--- src/rtl/cpu_pkg.sv ---
// cpu_pkg: shared state encoding, opcode values and legality check for the accumulator CPU sequencer.
package cpu_pkg;
    typedef enum logic [1:0] {ST_FETCH, ST_EXEC1, ST_EXEC2, ST_HALT} state_t;
    localparam logic [3:0] OP_LDA  = 4'd0;
    localparam logic [3:0] OP_LDI  = 4'd1;
    localparam logic [3:0] OP_JMP  = 4'd2;
    localparam logic [3:0] OP_ADD  = 4'd4;
    localparam logic [3:0] OP_JEQ  = 4'd6;
    localparam logic [3:0] OP_STA  = 4'd8;
    localparam logic [3:0] OP_JMI  = 4'd10;
    localparam logic [3:0] OP_SUB  = 4'd12;
    localparam logic [3:0] OP_HALT = 4'd15;
    function automatic logic is_legal(input logic [3:0] opc);
        return opc inside {OP_LDA, OP_LDI, OP_JMP, OP_ADD, OP_JEQ, OP_STA, OP_JMI, OP_SUB};
    endfunction
endpackage

--- src/rtl/cpu_sequencer.sv ---
// cpu_sequencer: FETCH/EXEC1/EXEC2/HALT phase sequencer with IR latch, status flags and retire counter.
// Define CPU_SEQ_STEP_EN to add a STEP input that single-steps one instruction while RUN=0.
module cpu_sequencer
    import cpu_pkg::*;
#(
    parameter int DATA_W = 16,
    parameter int CNT_W = 16,
    parameter logic [3:0] HALT_OPC = 4'hF
) (
    input  logic              CLK,
    input  logic              RESET_N,
    input  logic              RUN,
`ifdef CPU_SEQ_STEP_EN
    input  logic              STEP,
`endif
    input  logic [DATA_W-1:0] MEM_Q,
    input  logic [DATA_W-1:0] ACC_Q,
    input  logic              EXTRA,
    output logic              FTECH,
    output logic              EXEC1,
    output logic              EXEC2,
    output logic [3:0]        IR,
    output logic [DATA_W-5:0] OPERAND,
    output logic              EQ,
    output logic              MI,
    output logic              HALTED,
    output logic              ILLEGAL,
    output logic [CNT_W-1:0]  INSTR_CNT
);
    localparam logic [CNT_W-1:0] CNT_ONE = 1;
    state_t            r_state;
    logic [3:0]        r_ir;
    logic [DATA_W-5:0] r_operand;
    logic              r_eq, r_mi, r_illegal;
    logic [CNT_W-1:0]  r_cnt;
    logic              w_go;
`ifdef CPU_SEQ_STEP_EN
    assign w_go = RUN | STEP;
`else
    assign w_go = RUN;
`endif
    always_ff @(posedge CLK or negedge RESET_N) begin
        if (!RESET_N) begin
            r_state   <= ST_FETCH;
            r_ir      <= '0;
            r_operand <= '0;
            r_eq      <= 1'b1;
            r_mi      <= 1'b0;
            r_illegal <= 1'b0;
            r_cnt     <= '0;
        end else if (r_state != ST_HALT) begin
            r_eq <= (ACC_Q == '0);
            r_mi <= ACC_Q[DATA_W-1];
            case (r_state)
                ST_FETCH: if (w_go) begin
                    r_ir      <= MEM_Q[DATA_W-1:DATA_W-4];
                    r_operand <= MEM_Q[DATA_W-5:0];
                    r_state   <= ST_EXEC1;
                end
                ST_EXEC1: if (r_ir == HALT_OPC) begin
                    r_state <= ST_HALT;
                end else if (!is_legal(r_ir)) begin
                    r_state   <= ST_HALT;
                    r_illegal <= 1'b1;
                end else if (EXTRA) begin
                    r_state <= ST_EXEC2;
                end else begin
                    r_state <= ST_FETCH;
                    r_cnt   <= r_cnt + CNT_ONE;
                end
                default: begin
                    r_state <= ST_FETCH;
                    r_cnt   <= r_cnt + CNT_ONE;
                end
            endcase
        end
    end
    assign FTECH     = r_state == ST_FETCH;
    assign EXEC1     = r_state == ST_EXEC1;
    assign EXEC2     = r_state == ST_EXEC2;
    assign HALTED    = r_state == ST_HALT;
    assign IR        = r_ir;
    assign OPERAND   = r_operand;
    assign EQ        = r_eq;
    assign MI        = r_mi;
    assign ILLEGAL   = r_illegal;
    assign INSTR_CNT = r_cnt;
endmodule

--- config.mk ---
export PLATFORM = sky130hd
export DESIGN_NAME = cpu_sequencer
export DESIGN_NICKNAME = d
export VERILOG_FILES = /design/src/rtl/cpu_pkg.sv /design/src/rtl/cpu_sequencer.sv
export SDC_FILE = /design/constraint.sdc
export NUM_CORES = 1
export LEC_CHECK = 0
export ABC_AREA = 1
export ABC_CLOCK_PERIOD_IN_PS = 1300
export BUFFER_PORTS_ARGS = -buffer_cell sky130_fd_sc_hd__buf_2
export CORE_ASPECT_RATIO = 0.9
export CORE_MARGIN = 1.5
export CORE_UTILIZATION = 37
export CTS_BUF_LIST = sky130_fd_sc_hd__clkbuf_8
export CTS_CLUSTER_DIAMETER = 120
export CTS_CLUSTER_SIZE = 10
export DETAILED_ROUTE_END_ITERATION = 10
export GPL_TIMING_DRIVEN = 0
export PLACE_DENSITY = 0.66
export SLEW_MARGIN = 20
export SYNTH_ARGS = -nofsm -noshare
export SYNTH_HDL_FRONTEND = slang
export SYNTH_SLANG_ARGS = --single-unit
--- constraint.sdc ---
create_clock -name CLK -period 1.3 [get_ports CLK]
set_input_delay 0 -clock CLK [delete_from_list [all_inputs] [get_ports CLK]]
set_output_delay 0 -clock CLK [all_outputs]
set_load 0.02 [all_outputs]
# Word-level counts from Yosys, hierarchy flattened
# Index checks and enable logic that the tools add are counted.
op_classes:
  n_addsub: 1
  n_eq_ne: 16
  muxes: 9
  bitwise_logic: 3
  reduce_logical: 8
ops:
  columns: ["op", "count"]
  rows:
  - ["$mux W16", 3]
  - ["$pmux W16 S2", 1]
  - ["$add A16 B1 Y16 const B", 1]
  - ["$eq A4 B4 Y1 const B", 4]
  - ["$logic_not A16 Y1", 1]
  - ["$eq A4 B3 Y1 const B", 2]
  - ["$mux W2", 4]
  - ["$ne A2 B2 Y1 const B", 4]
  - ["$reduce_bool A8 Y1", 1]
  - ["$reduce_and A5 Y1", 1]
  - ["$eq A2 B2 Y1 const B", 2]
  - ["$eq A4 B1 Y1 const B", 1]
  - ["$eq A4 B2 Y1 const B", 1]
  - ["$logic_not A4 Y1", 1]
  - ["$pmux W2 S2", 1]
  - ["$reduce_and A4 Y1", 1]
  - ["$not A1 Y1", 3]
  - ["$reduce_and A3 Y1", 1]
  - ["$eq A2 B1 Y1 const B", 1]
  - ["$logic_not A2 Y1", 1]
  - ["$ne A2 B1 Y1 const B", 1]
  - ["$reduce_and A2 Y1", 1]
word_totals:
  reg_bits: 37
  in_bits: 36
  output_inout_bits: 39
  word_cells: 44

# Longest topological paths before layout
# Gate-level depths: netlist (run 1).
logic_depth:
  word_depth: 5
  mapped_depth: 8
  ltp_nobuf: 8

# Least setup slack after synthesis (run 1)
# No wires, ideal clock.
synth_path:
  path_kind: "flip-flop to flip-flop"
  from: "register r_cnt[0], in the netlist INSTR_CNT[0]"
  to: "register r_cnt[8], in the netlist INSTR_CNT[8]"
  setup_ns: 0.117
  t_arrival_ns: 1.364
  required_ns: 1.183
  setup_slack_ns: -0.181
  path_stages_with_launch: 8
  n_path_buf: 0
  synth_period_minus_slack_ns: 1.481
  path_cell_list: "dfrtp_1 ha_1 inv_1 nor2_1 nand2_1 xnor2_1 nand2_1 nand2_1"
synth_via:
  elab_chain_cells: 5
synth_lines:
  columns: ["item", "line", "source"]
  rows:
  - ["from (decl)", "cpu_sequencer.sv:35", "logic [CNT_W-1:0] r_cnt;"]
  - ["from (signal assigned)", "cpu_sequencer.sv:69", "r_cnt <= r_cnt + CNT_ONE;"]
  - ["from (signal assigned)", "cpu_sequencer.sv:73", "r_cnt <= r_cnt + CNT_ONE;"]
  - ["$add A16 B1 Y16 (*)", "cpu_sequencer.sv:69, cpu_sequencer.sv:73", null]
  - ["$mux W16", "cpu_sequencer.sv:65", "end else if (EXTRA) begin"]
  - ["$mux W16", "cpu_sequencer.sv:62", "end else if (!is_legal(r_ir)) begin"]
  - ["$mux W16", "cpu_sequencer.sv:60", "ST_EXEC1: if (r_ir == HALT_OPC) begin"]
  - ["$pmux W16 S2 (*)", "cpu_sequencer.sv:54", "case (r_state)"]
# Every way passes the cells marked *; elsewhere a longest branch is shown, timed or not. The select of a mux whose other input is x is not followed.
# A chain may end at the register's enable or synchronous reset.

# Worst setup path after layout (run 1)
layout_path:
  from: "register r_ir[2], in the netlist IR[2]"
  to: "register r_cnt[11], in the netlist INSTR_CNT[11]"
layout_via:
  elab_chain_cells: 4
  word_cells_on_any_way: 13
  cone_classes: "10 x eq/ne; 3 x reduce/logical"
layout_lines:
  columns: ["item", "line", "source"]
  rows:
  - ["from (decl)", "cpu_sequencer.sv:32", "logic [3:0] r_ir;"]
  - ["from (signal assigned)", "cpu_sequencer.sv:56", "r_ir <= MEM_Q[DATA_W-1:DATA_W-4];"]
  - ["$eq A4 B1 Y1 (tied with other cells)", "cpu_pkg.sv:14", "return opc inside {OP_LDA, OP_LDI, OP_JMP, OP_ADD, OP_JEQ, OP_STA, OP_JMI, OP_SUB};"]
  - ["$reduce_bool A8 Y1", "cpu_pkg.sv:14", null]
  - ["$ne A2 B1 Y1 (no source line)", null, null]
  - ["$reduce_and A5 Y1 (no source line) (*)", null, null]
# Every way passes the cells marked *; elsewhere a longest branch is shown, timed or not.

==> flow_summary.ini, run 1 <==
[run_status]
outcome = finished, violations left
failed_checks = setup timing

[final_layout]
area_delta_synth_final_pct = 50.61
diodes = 0
drive_gt1_share_pct = 45.21
final_area_mm2 = 0.002912
finalNonFillerCells = 399
fin_nets = 370
final_util_pct = 59.12

[timing]
slew_violations = 0
slew-limit-headroom_pct = 44.37
tightest_slew_ns = 0.8345
hold_ws_ns = 0.02787
period_needed_ns = 1.307
skew_ns = 0.007487
layout_setup_ws_ns = -0.007119
finalCritPeriodShare_pct = 100.5
fin_setup_tns_ns = -0.01918
finalSetupViolCount = 4
finalHoldViolCount = 0
rsz0062_at_grt = true
fmax_ghz = 0.7650

[power_and_ir_drop]
irDropWorstVdd_mv = 0.6094
p_int_w = 0.001810
p_sw_w = 0.0004868
power_leakage_nw = 1.468
pwr-share-comb_pct = 5.9
seq_power_share_pct = 50.1
p_sw_share_pct = 21.20
clkPwrFrac_pct = 44.0
powerDensity_mw_per_mm2 = 788.9

[route]
vias = 1907
wl_per_cell_um = 12.66
ant_nets = 0
routed_wl_mm = 5.050
vias_per_cell = 4.779
drtIter0Drc = 95
drt-pass1-iter-count = 4
drc_errors = 0

[floorplanning]
dieArea_mm2 = 0.005668
num_io_pins = 75
dieHeight_um = 71.57
fp.dieW_um = 79.19
fp.coreArea_mm2 = 0.004925
initial_core_util_pct = 39.25
rows = 24

[clock_tree]
clkTransAtPathRegs_ns = 0.08
clock_latency_ns = 0.29
cts.htree.levels = 2
cts_root_buf = clkbuf_8
cts.path.max_buffers = 2
cts_tree = yes
cts_num_sinks = 37
cts_made_buffers = 5

[synthesis]
synth-edff-count = 0
syn_avg_cell_area_um2 = 8.747
synthTopCellsByCount = nand2_1, dfrtp_1, nor2_1
synth-main-ff-cell = dfrtp_1
ys_seq_elements = 37
synthArstFlopShare_pct = 100.0
synth_nets = 258
netlist.top_cell.by_area = dfrtp_1
synthCells = 221
yosys.cell_types.count = 29
synthTopCellsByArea = dfrtp_1, nand2_1, mux2_2
synth.most_common_cell = nand2_1
mappedNetlistArea_mm2 = 0.001933
yosys_warnings = 0
ys_seq_area_share_pct = 47.96
synth_top_area_share_pct = 46.60

[run]
maxCapViolCount = 0

[worst_setup_path]
arrival_ns = 1.49
cp.required_ns = 1.49
critPathLaunchType = register
crit_path_max_incr_delay_ns = 0.44
cpMaxStageDelayCell = dfrtp_2
crit_path_end_kind = register
crit_buf_inv = 2
cp_max_fo = 6
crit_chain = nor2_1 -> nand2_1 -> nand3_4 -> nand3_4 -> buf_6 -> clkbuf_16 -> nand2_2 -> nand2_1
crit_family = simple AND/OR/NAND/NOR gates
path_class = register to register

[placement]
numPortBuffers = 74
dp_cells = 360
place_congestion = 0.8280
dp_hpwl_mm = 3.292
post_dp_cell_area_mm2 = 0.002402

[grt]
track_usage_pct = 18.96
grt_pass1_wl_mm = 8.335
overflow = 0
grt_pass1_vias = 1887
grt_max_degree = 38
antenna_found_initial = 0

[hold_path]
hold_class = input port to register
==> cells by family after synthesis <==
group,after synthesis,synth area share (%)
AO/OA/AOI/OAI,8,2.201
XOR/XNOR,7,3.172
adder cells (fa/ha/maj),1,0.6471
buffers and inverters,19,5.372
flip-flops,37,47.96
multiplexers,14,9.126
AND/OR/NAND/NOR,135,31.52
==> metrics by stage <==
step / worst slack (ns) / total power, W
CTS: 0.01010 / 0.002334
global route: -0.06874 / 0.002397
finish: -0.007119 / 0.002297
global placement: -0.04107 / 0.001252
floorplan: -0.01814 / 0.001178
detailed placement: -0.04829 / 0.001254
==> registers in the layout, summed over array words and instances (netlist names) <==
signal / flops
EQ: 1
r_state: 2
IR: 4
ILLEGAL: 1
INSTR_CNT: 16
MI: 1
OPERAND: 12
==> per-layer routing <==
metal  GRT usage, %  vias to the layer above  part of all wire, %
met3          3.694                       17                  4.9
met5              0                        -                    0
met1          21.53                      901                   42
met2          34.09                       61                   50
li1               -                      928                    -
met4          9.162                        0                  2.8
==> final timing paths <==
path | startpoint | to | slack [ns] | cells after the start
max reg2reg | IR[2] | INSTR_CNT[11] | -0.007 | 8
max | IR[2] | INSTR_CNT[11] | -0.007 | 8
min in group asynchronous | RESET_N | OPERAND[4] | 0.35 | 2
min reg2reg | MI | MI | 0.47 | 2
min | ACC_Q[4] | EQ | 0.03 | 5
max in group asynchronous | RESET_N | INSTR_CNT[10] | 0.36 | 2
==> layout make-up <==
type	instances	area, µm²
plain buffers	4	53.80
fillers	449	2013
clock inverters	3	46.29
well taps	65	81.33
clock buffers	5	68.82
flip-flops and latches	37	943.4
multi-input cells	165	983.4
repair buffers	105	678.2
inverters	15	56.30
==> cell usage in the layout, fill, tap and decap left out, types with 2 or more instances in the layout <==
master,n
nand2_4,2
nor2_4,6
buf_6,3
dfrtp_2,13
xnor2_1,5
nand2_2,13
inv_2,2
inv_1,13
a21oi_1,2
buf_2,75
clkbuf_8,5
buf_4,5
dlygate4sd3_1,24
dfrtp_1,23
nand2_1,70
nand4_1,7
xor2_1,2
nand3_1,9
mux2_2,9
nor2_2,2
nand3_4,2
nor2_1,20
mux2_4,5
o21ai_0,3
==> worst register-to-register path, stage by stage, from the launching register on <==
cell and delay, ns:
dfrtp_2 0.44, nor2_1 0.11, nand2_1 0.09, nand3_4 0.08, nand3_4 0.08, buf_6 0.15, clkbuf_16 0.16, nand2_2 0.05
nand2_1 0.05
==> power groups by stage <==
stage	registers, W	clock network [W]	logic [W]
final	0.00115	0.00101	0.000135
after global routing	0.00115	0.00109	0.000152
after CTS	0.00115	0.00105	0.000137
after detailed placement	0.00117	0	0.0000809
after global placement	0.00117	0	0.0000788
after floorplan	0.00117	0	0.00000516
==> repair_timing <==
action,in CTS,in global routing
hold buffers,24,0
pin swaps,3,9
buffers inserted,5,0
hold endpoints to repair,55,0
setup endpoints to repair,17,12
resized for setup,16,11
cloned,1,1
Note: power is estimated with default switching activity, not from simulation.
==> run 2, diff against run 1 <==
==> constraint.sdc (replaced) <==
create_clock -name CLK -period 1.3 [get_ports CLK]
set_input_delay 0 -clock CLK [delete_from_list [all_inputs] [get_ports CLK]]
set_output_delay 0 -clock CLK [all_outputs]
set_load 0.1 [all_outputs]
==> run 2 against run 1 <==
  * The flow now finishes without violations
  * Highest routed layer unchanged
  * Non-clock buffer count is 6 higher
  * Routed wire length is 2.6% higher
  * First-iteration DRC count is 8.4% lower
  * Critical path depth is 4 lower
  * Critical endpoint is now OPERAND[3]
  * Largest power group unchanged
  * Clock power is 4% higher
  * Power is 1.8% higher
  * Die area stayed put
  * Via count is 1.0% lower
  * Core utilization is 2.5 points higher
  * Sequential cell count stayed put
==> flow_summary.ini, run 2 (synthesized netlist as in run 1, its figures left out) <==
[power_and_ir_drop]
pwr-share-comb_pct = 5.8
p_sw_share_pct = 20.45
powerDensity_mw_per_mm2 = 770.1
clkPwrFrac_pct = 45.0
seq_power_share_pct = 49.2
p_sw_w = 0.0004779
power_leakage_nw = 1.502
irDropWorstVdd_mv = 0.5684
p_int_w = 0.001860

[run]
maxCapViolCount = 0

[final_layout]
fin_nets = 376
area_delta_synth_final_pct = 57.02
layout_common_cells = buf_2, nand2_1, dlygate4sd3_1
fillers = 437
multi_input_area_mm2 = 0.001011
register_area_um2 = 957.2
final_common_cell = buf_2
drive_gt1_share_pct = 51.47
diodes = 0
final_util_pct = 61.64
largest_reg_flops = 16

[timing]
hold_ws_ns = 0.007946
finalCritPeriodShare_pct = 98.47
slew-limit-headroom_pct = 44.32
rsz0062_at_grt = true
tightest_slew_ns = 0.8351
skew_ns = 0.004044
period_needed_ns = 1.280
finalHoldViolCount = 0
finalSetupViolCount = 0
slew_violations = 0
layout_setup_ws_ns = 0.01989
fmax_ghz = 0.7812

[grt]
overflow = 0
antenna_found_initial = 0
track_usage_pct = 19.22
grt_pass1_vias = 1847
grt_pass1_wl_mm = 8.307
grt_max_degree = 38

[worst_setup_path]
crit_path_end_kind = register
cp_max_fo = 4
cpMaxStageDelayCell = dfrtp_2
arrival_ns = 1.46
r2r_cells = 4
r2r_start = r_state[0]
path_class = register to register
r2r_end = OPERAND[3]
r2r_setup_slack_ns = 0.02
crit_buf_inv = 1
crit_family = flip-flops
cp-startpoint = r_state[0]
crit_chain = nor2_4 -> nand2_4 -> buf_4 -> mux2_2
critPathLaunchType = register
crit_path_max_incr_delay_ns = 0.46
cp.required_ns = 1.48
worst-path-stages = 4
endpoint = OPERAND[3]

[run_status]
outcome = completed

[route]
vias_per_cell = 4.662
drt-pass1-iter-count = 4
vias = 1888
drtIter0Drc = 87
drc_errors = 0
ant_nets = 0
wl_per_cell_um = 12.80
routed_wl_mm = 5.182

[hold_path]
hold_start = ACC_Q[4]
hold_class = input port to register

[placement]
pre_cts_ws_ns = -0.1313
place_congestion = 0.8149
numPortBuffers = 74
dp_hpwl_mm = 3.292

[floorplanning]
fp.coreArea_mm2 = 0.004925
initial_core_util_pct = 39.25
rows = 24
fp.dieW_um = 79.19
dieHeight_um = 71.57
num_io_pins = 75
dieArea_mm2 = 0.005668

[clock_tree]
cts.path.max_buffers = 2
cts_num_sinks = 37
cts_made_buffers = 5
cts_tree = yes
clkTransAtPathRegs_ns = 0.08
cts_root_buf = clkbuf_8
cts.htree.levels = 2
clock_latency_ns = 0.29
## run 2: cell types whose count changed in the layout (fill, tap and decap cells not counted), moves of 3 or more
cell     before  now
nor2_1       20   17
nand2_1      70   66
o21ai_0       3    0
o21ai_1       1    4
nand2_2      13   17
dfrtp_1      23   16
buf_4         5   15
buf_2        75   70
nor2_2        2    5
dfrtp_2      13   18
## run 2: worst min path at each step
| stage | endpoint | slack, ns | depth (start not counted) |
|---|---|---|---|
| 6_report | EQ | 0.008 | 5 |
| 5_1_grt | EQ | 0.04 | 5 |
| 4_1_cts | EQ | 0.01 | 5 |
| 3_5_place_dp | OPERAND[5] | 0.16 | 1 |
| 3_3_place_gp | OPERAND[9] | 0.15 | 1 |
| 2_1_floorplan | ILLEGAL | -0.30 | 0 |
## run 2: power groups by stage
stage          Combinational [W]  Sequential [W]  Clock (W)
2_1_floorplan         0.00000516         0.00117          0
3_3_place_gp           0.0000794         0.00117          0
3_5_place_dp           0.0000810         0.00117          0
4_1_cts                 0.000137         0.00115    0.00108
5_1_grt                 0.000152         0.00115    0.00112
6_report                0.000136         0.00115    0.00105
## run 2: what timing repair did
| action | 4_1_cts | 5_1_grt |
|---|---|---|
| setup endpoints to repair | 22 | 22 |
| endpoints found under the hold margin | 55 | 0 |
| gates resized for setup | 17 | 24 |
| hold buffers | 24 | 0 |
| gates cloned | 1 | 1 |
| buffers inserted | 6 | 6 |
| pin swaps | 4 | 7 |
## run 2: worst min-delay path, cell delays in order
cell,delay (ns)
buf_2,0.08
nor2_1,0.03
nand4_1,0.05
nand3b_1,0.09
nand2_1,0.05
## run 2: metrics by stage
step | area (µm²) | total power (W) | TNS [ns] | std cells
floorplan | 1986 | 0.001178 | -11.91 | 221
global placement | 2437 | 0.001252 | -1.166 | 360
detailed placement | 2437 | 0.001254 | -1.311 | 360
CTS | 2892 | 0.002366 | 0 | 398
global route | 3035 | 0.002423 | -0.5138 | 405
finish | 3035 | 0.002337 | 0 | 405
## run 2: cell type report
class / instances / area share [%]
Tap cell: 65 / 2.679
Clock inverter: 2 / 1.237
Timing Repair Buffer: 112 / 24.73
Multi-Input combinational cell: 165 / 33.31
Inverter: 15 / 2.143
Buffer: 3 / 1.649
Sequential cell: 37 / 31.53
Clock buffer: 6 / 2.721
## run 2: metal layers
layer / vias up / wire length (µm) / global-route usage [%]
li1: 946 / - / -
met1: 886 / 2157 / 22.58
met2: 45 / 2702 / 35.14
met3: 11 / 218 / 3.312
met4: 0 / 104 / 7.018
met5: - / 0 / 0
==> run 3, diff against run 2 <==
- CORE_UTILIZATION: 37 -> 45
- PLACE_DENSITY: 0.66 -> 0.78
==> run 3 against run 2 <==
  * The flow now finishes with violations (setup timing)
  * Count of clock-buffer cells in the layout is the same
  * Routed wire length is essentially flat
  * First-iteration DRC count grew 14%
  * Via count grew 2.2%
  * Core utilization grew 11 points
  * Final area shrank 1.7%
  * Setup slack lost 0.045 ns
  * Combinational power is essentially flat
  * Non-clock buffer count shrank 1
  * Global-route usage grew 3.7 points
  * Sequential share of layout area grew 0.54 points
  * Sequential power is essentially flat
==> flow_summary.ini, run 3 (synthesized netlist as in run 1, its figures left out) <==
[timing]
skew_ns = 0.008674
tightest_slew_ns = 0.8327
finalCritPeriodShare_pct = 101.9
layout_setup_ws_ns = -0.02520
finalHoldViolCount = 0
fmax_ghz = 0.7546
slew-limit-headroom_pct = 44.49
slew_violations = 0
finalSetupViolCount = 2
fin_setup_tns_ns = -0.02891
period_needed_ns = 1.325
rsz0062_at_grt = true

[placement]
place_congestion = 0.8815
dp_hpwl_mm = 3.156
pre_cts_ws_ns = -0.1691
numPortBuffers = 74
dp_cells = 343

[worst_setup_path]
cpMaxStageDelayCell = dfrtp_2
crit_chain = inv_2 -> nor2_4 -> nand3_4 -> nand3_4 -> buf_6 -> buf_4 -> nand2_2 -> o21ai_2
cp_max_fo = 6
crit_family = flip-flops
crit_buf_inv = 3
r2r_cells = 8
crit_path_max_incr_delay_ns = 0.46
cp_common_cell = nand3_4
r2r_start = r_state[0]
crit_path_end_kind = register
cp.required_ns = 1.49
arrival_ns = 1.51
r2r_setup_slack_ns = -0.03
path_class = register to register
critPathLaunchType = register
r2r_end = INSTR_CNT[5]

[grt]
grt-busiest-layer = met2
grt_pass1_wl_mm = 8.211
met1_usage_pct = 26.82
track_usage_pct = 22.97
antenna_found_initial = 0
grt_max_degree = 38
grt_pass1_vias = 1847
overflow = 0
met3_usage_pct = 7.209
use_met2_pct = 39.70

[clock_tree]
clock_latency_ns = 0.30
cts.path.max_buffers = 2
cts_root_buf = clkbuf_8
clkTransAtPathRegs_ns = 0.08
cts_made_buffers = 5
cts_num_sinks = 37
cts_tree = yes
cts.htree.levels = 2

[final_layout]
diodes = 0
finalNonFillerCells = 387
drive_gt1_share_pct = 52.80
area_delta_synth_final_pct = 54.37
fin_nets = 375
final_common_cell = buf_2
largest_reg_flops = 16
layout_common_cells = buf_2, nand2_1, dlygate4sd3_1
fillers = 293

[power_and_ir_drop]
p_int_w = 0.001666
p_sw_w = 0.0004880
p_sw_share_pct = 22.66
irDropWorstVdd_mv = 0.6915
pwr-share-comb_pct = 6.4
seq_power_share_pct = 53.4
clkPwrFrac_pct = 40.3
power_w = 0.002154
power_leakage_nw = 1.482
powerDensity_mw_per_mm2 = 721.8

[route]
vias = 1930
wl_per_cell_um = 13.40
drt-pass1-iter-count = 4
drc_errors = 0
vias_per_cell = 4.987
routed_wl_mm = 5.185
drtIter0Drc = 99
ant_nets = 0

[hold_path]
hold_class = input port to register
holdPathStages = 5
hold_start = ACC_Q[4]
hold_end = EQ

[floorplanning]
fp.coreArea_mm2 = 0.004101
dieArea_mm2 = 0.004699
num_io_pins = 75
rows = 22
initial_core_util_pct = 47.13
dieHeight_um = 65.18
fp.dieW_um = 72.09

[run_status]
failed_checks = setup timing
outcome = finished, violations left

[run]
maxCapViolCount = 0
## run 3: per-layer routing
layer,up-vias,wire length [µm]
li1,933,-
met1,902,2022
met2,73,2665
met3,22,296
met4,0,201
met5,-,0
## run 3: worst max path at each step
stage                      start       endpoint  slack [ns]  cells after the start
finish                r_state[0]   INSTR_CNT[5]       -0.03                      8
global route               IR[2]   INSTR_CNT[5]       -0.08                      8
CTS                        IR[3]   INSTR_CNT[8]       0.005                      8
detailed placement  INSTR_CNT[0]  INSTR_CNT[14]       -0.17                      8
global placement    INSTR_CNT[0]   INSTR_CNT[8]       -0.11                      7
floorplan             r_state[0]          IR[3]       -0.44                      4
## run 3: timing repair
item	4_1_cts	5_1_grt
hold buffers	24	0
pin swaps	3	6
endpoints found under the hold margin	55	0
endpoints found under the setup margin	22	17
setup buffers	8	4
resized for setup	18	23
## run 3: layout make-up
| cell class | count | area, µm² | share of cell area (%) |
|---|---|---|---|
| Buffer | 4 | 53.80 | 1.803 |
| Clock buffer | 6 | 82.58 | 2.767 |
| Clock inverter | 2 | 13.76 | 0.4612 |
| Inverter | 15 | 60.06 | 2.013 |
| Multi-Input combinational cell | 165 | 1036 | 34.72 |
| Sequential cell | 37 | 957.2 | 32.08 |
| Tap cell | 48 | 60.06 | 2.013 |
| Timing Repair Buffer | 110 | 720.7 | 24.15 |
## run 3: power groups by stage
stage          Combinational (W)  Clock (W)  Sequential [W]
2_1_floorplan         0.00000516          0         0.00117
3_3_place_gp           0.0000793          0         0.00117
3_5_place_dp           0.0000806          0         0.00117
4_1_cts                 0.000136   0.000871         0.00115
5_1_grt                 0.000154   0.000918         0.00115
6_report                0.000137   0.000867         0.00115
## run 3: worst register-to-register path, stage by stage (launching register included)
cell and delay, ns:
dfrtp_2 0.46, inv_2 0.12, nor2_4 0.06, nand3_4 0.09, nand3_4 0.08, buf_6 0.14
buf_4 0.14, nand2_2 0.07, o21ai_2 0.06
## run 3: through the flow
step                      hold slack [ns]  cell area, µm²  util (%)
after floorplan                   -0.2956            1986         -
after global placement             0.1497            2416     58.91
after detailed placement           0.1459            2416     58.91
after CTS                        0.004861            2882     70.26
after global routing              0.01455            2984     72.76
final                           0.0001360            2984     72.76
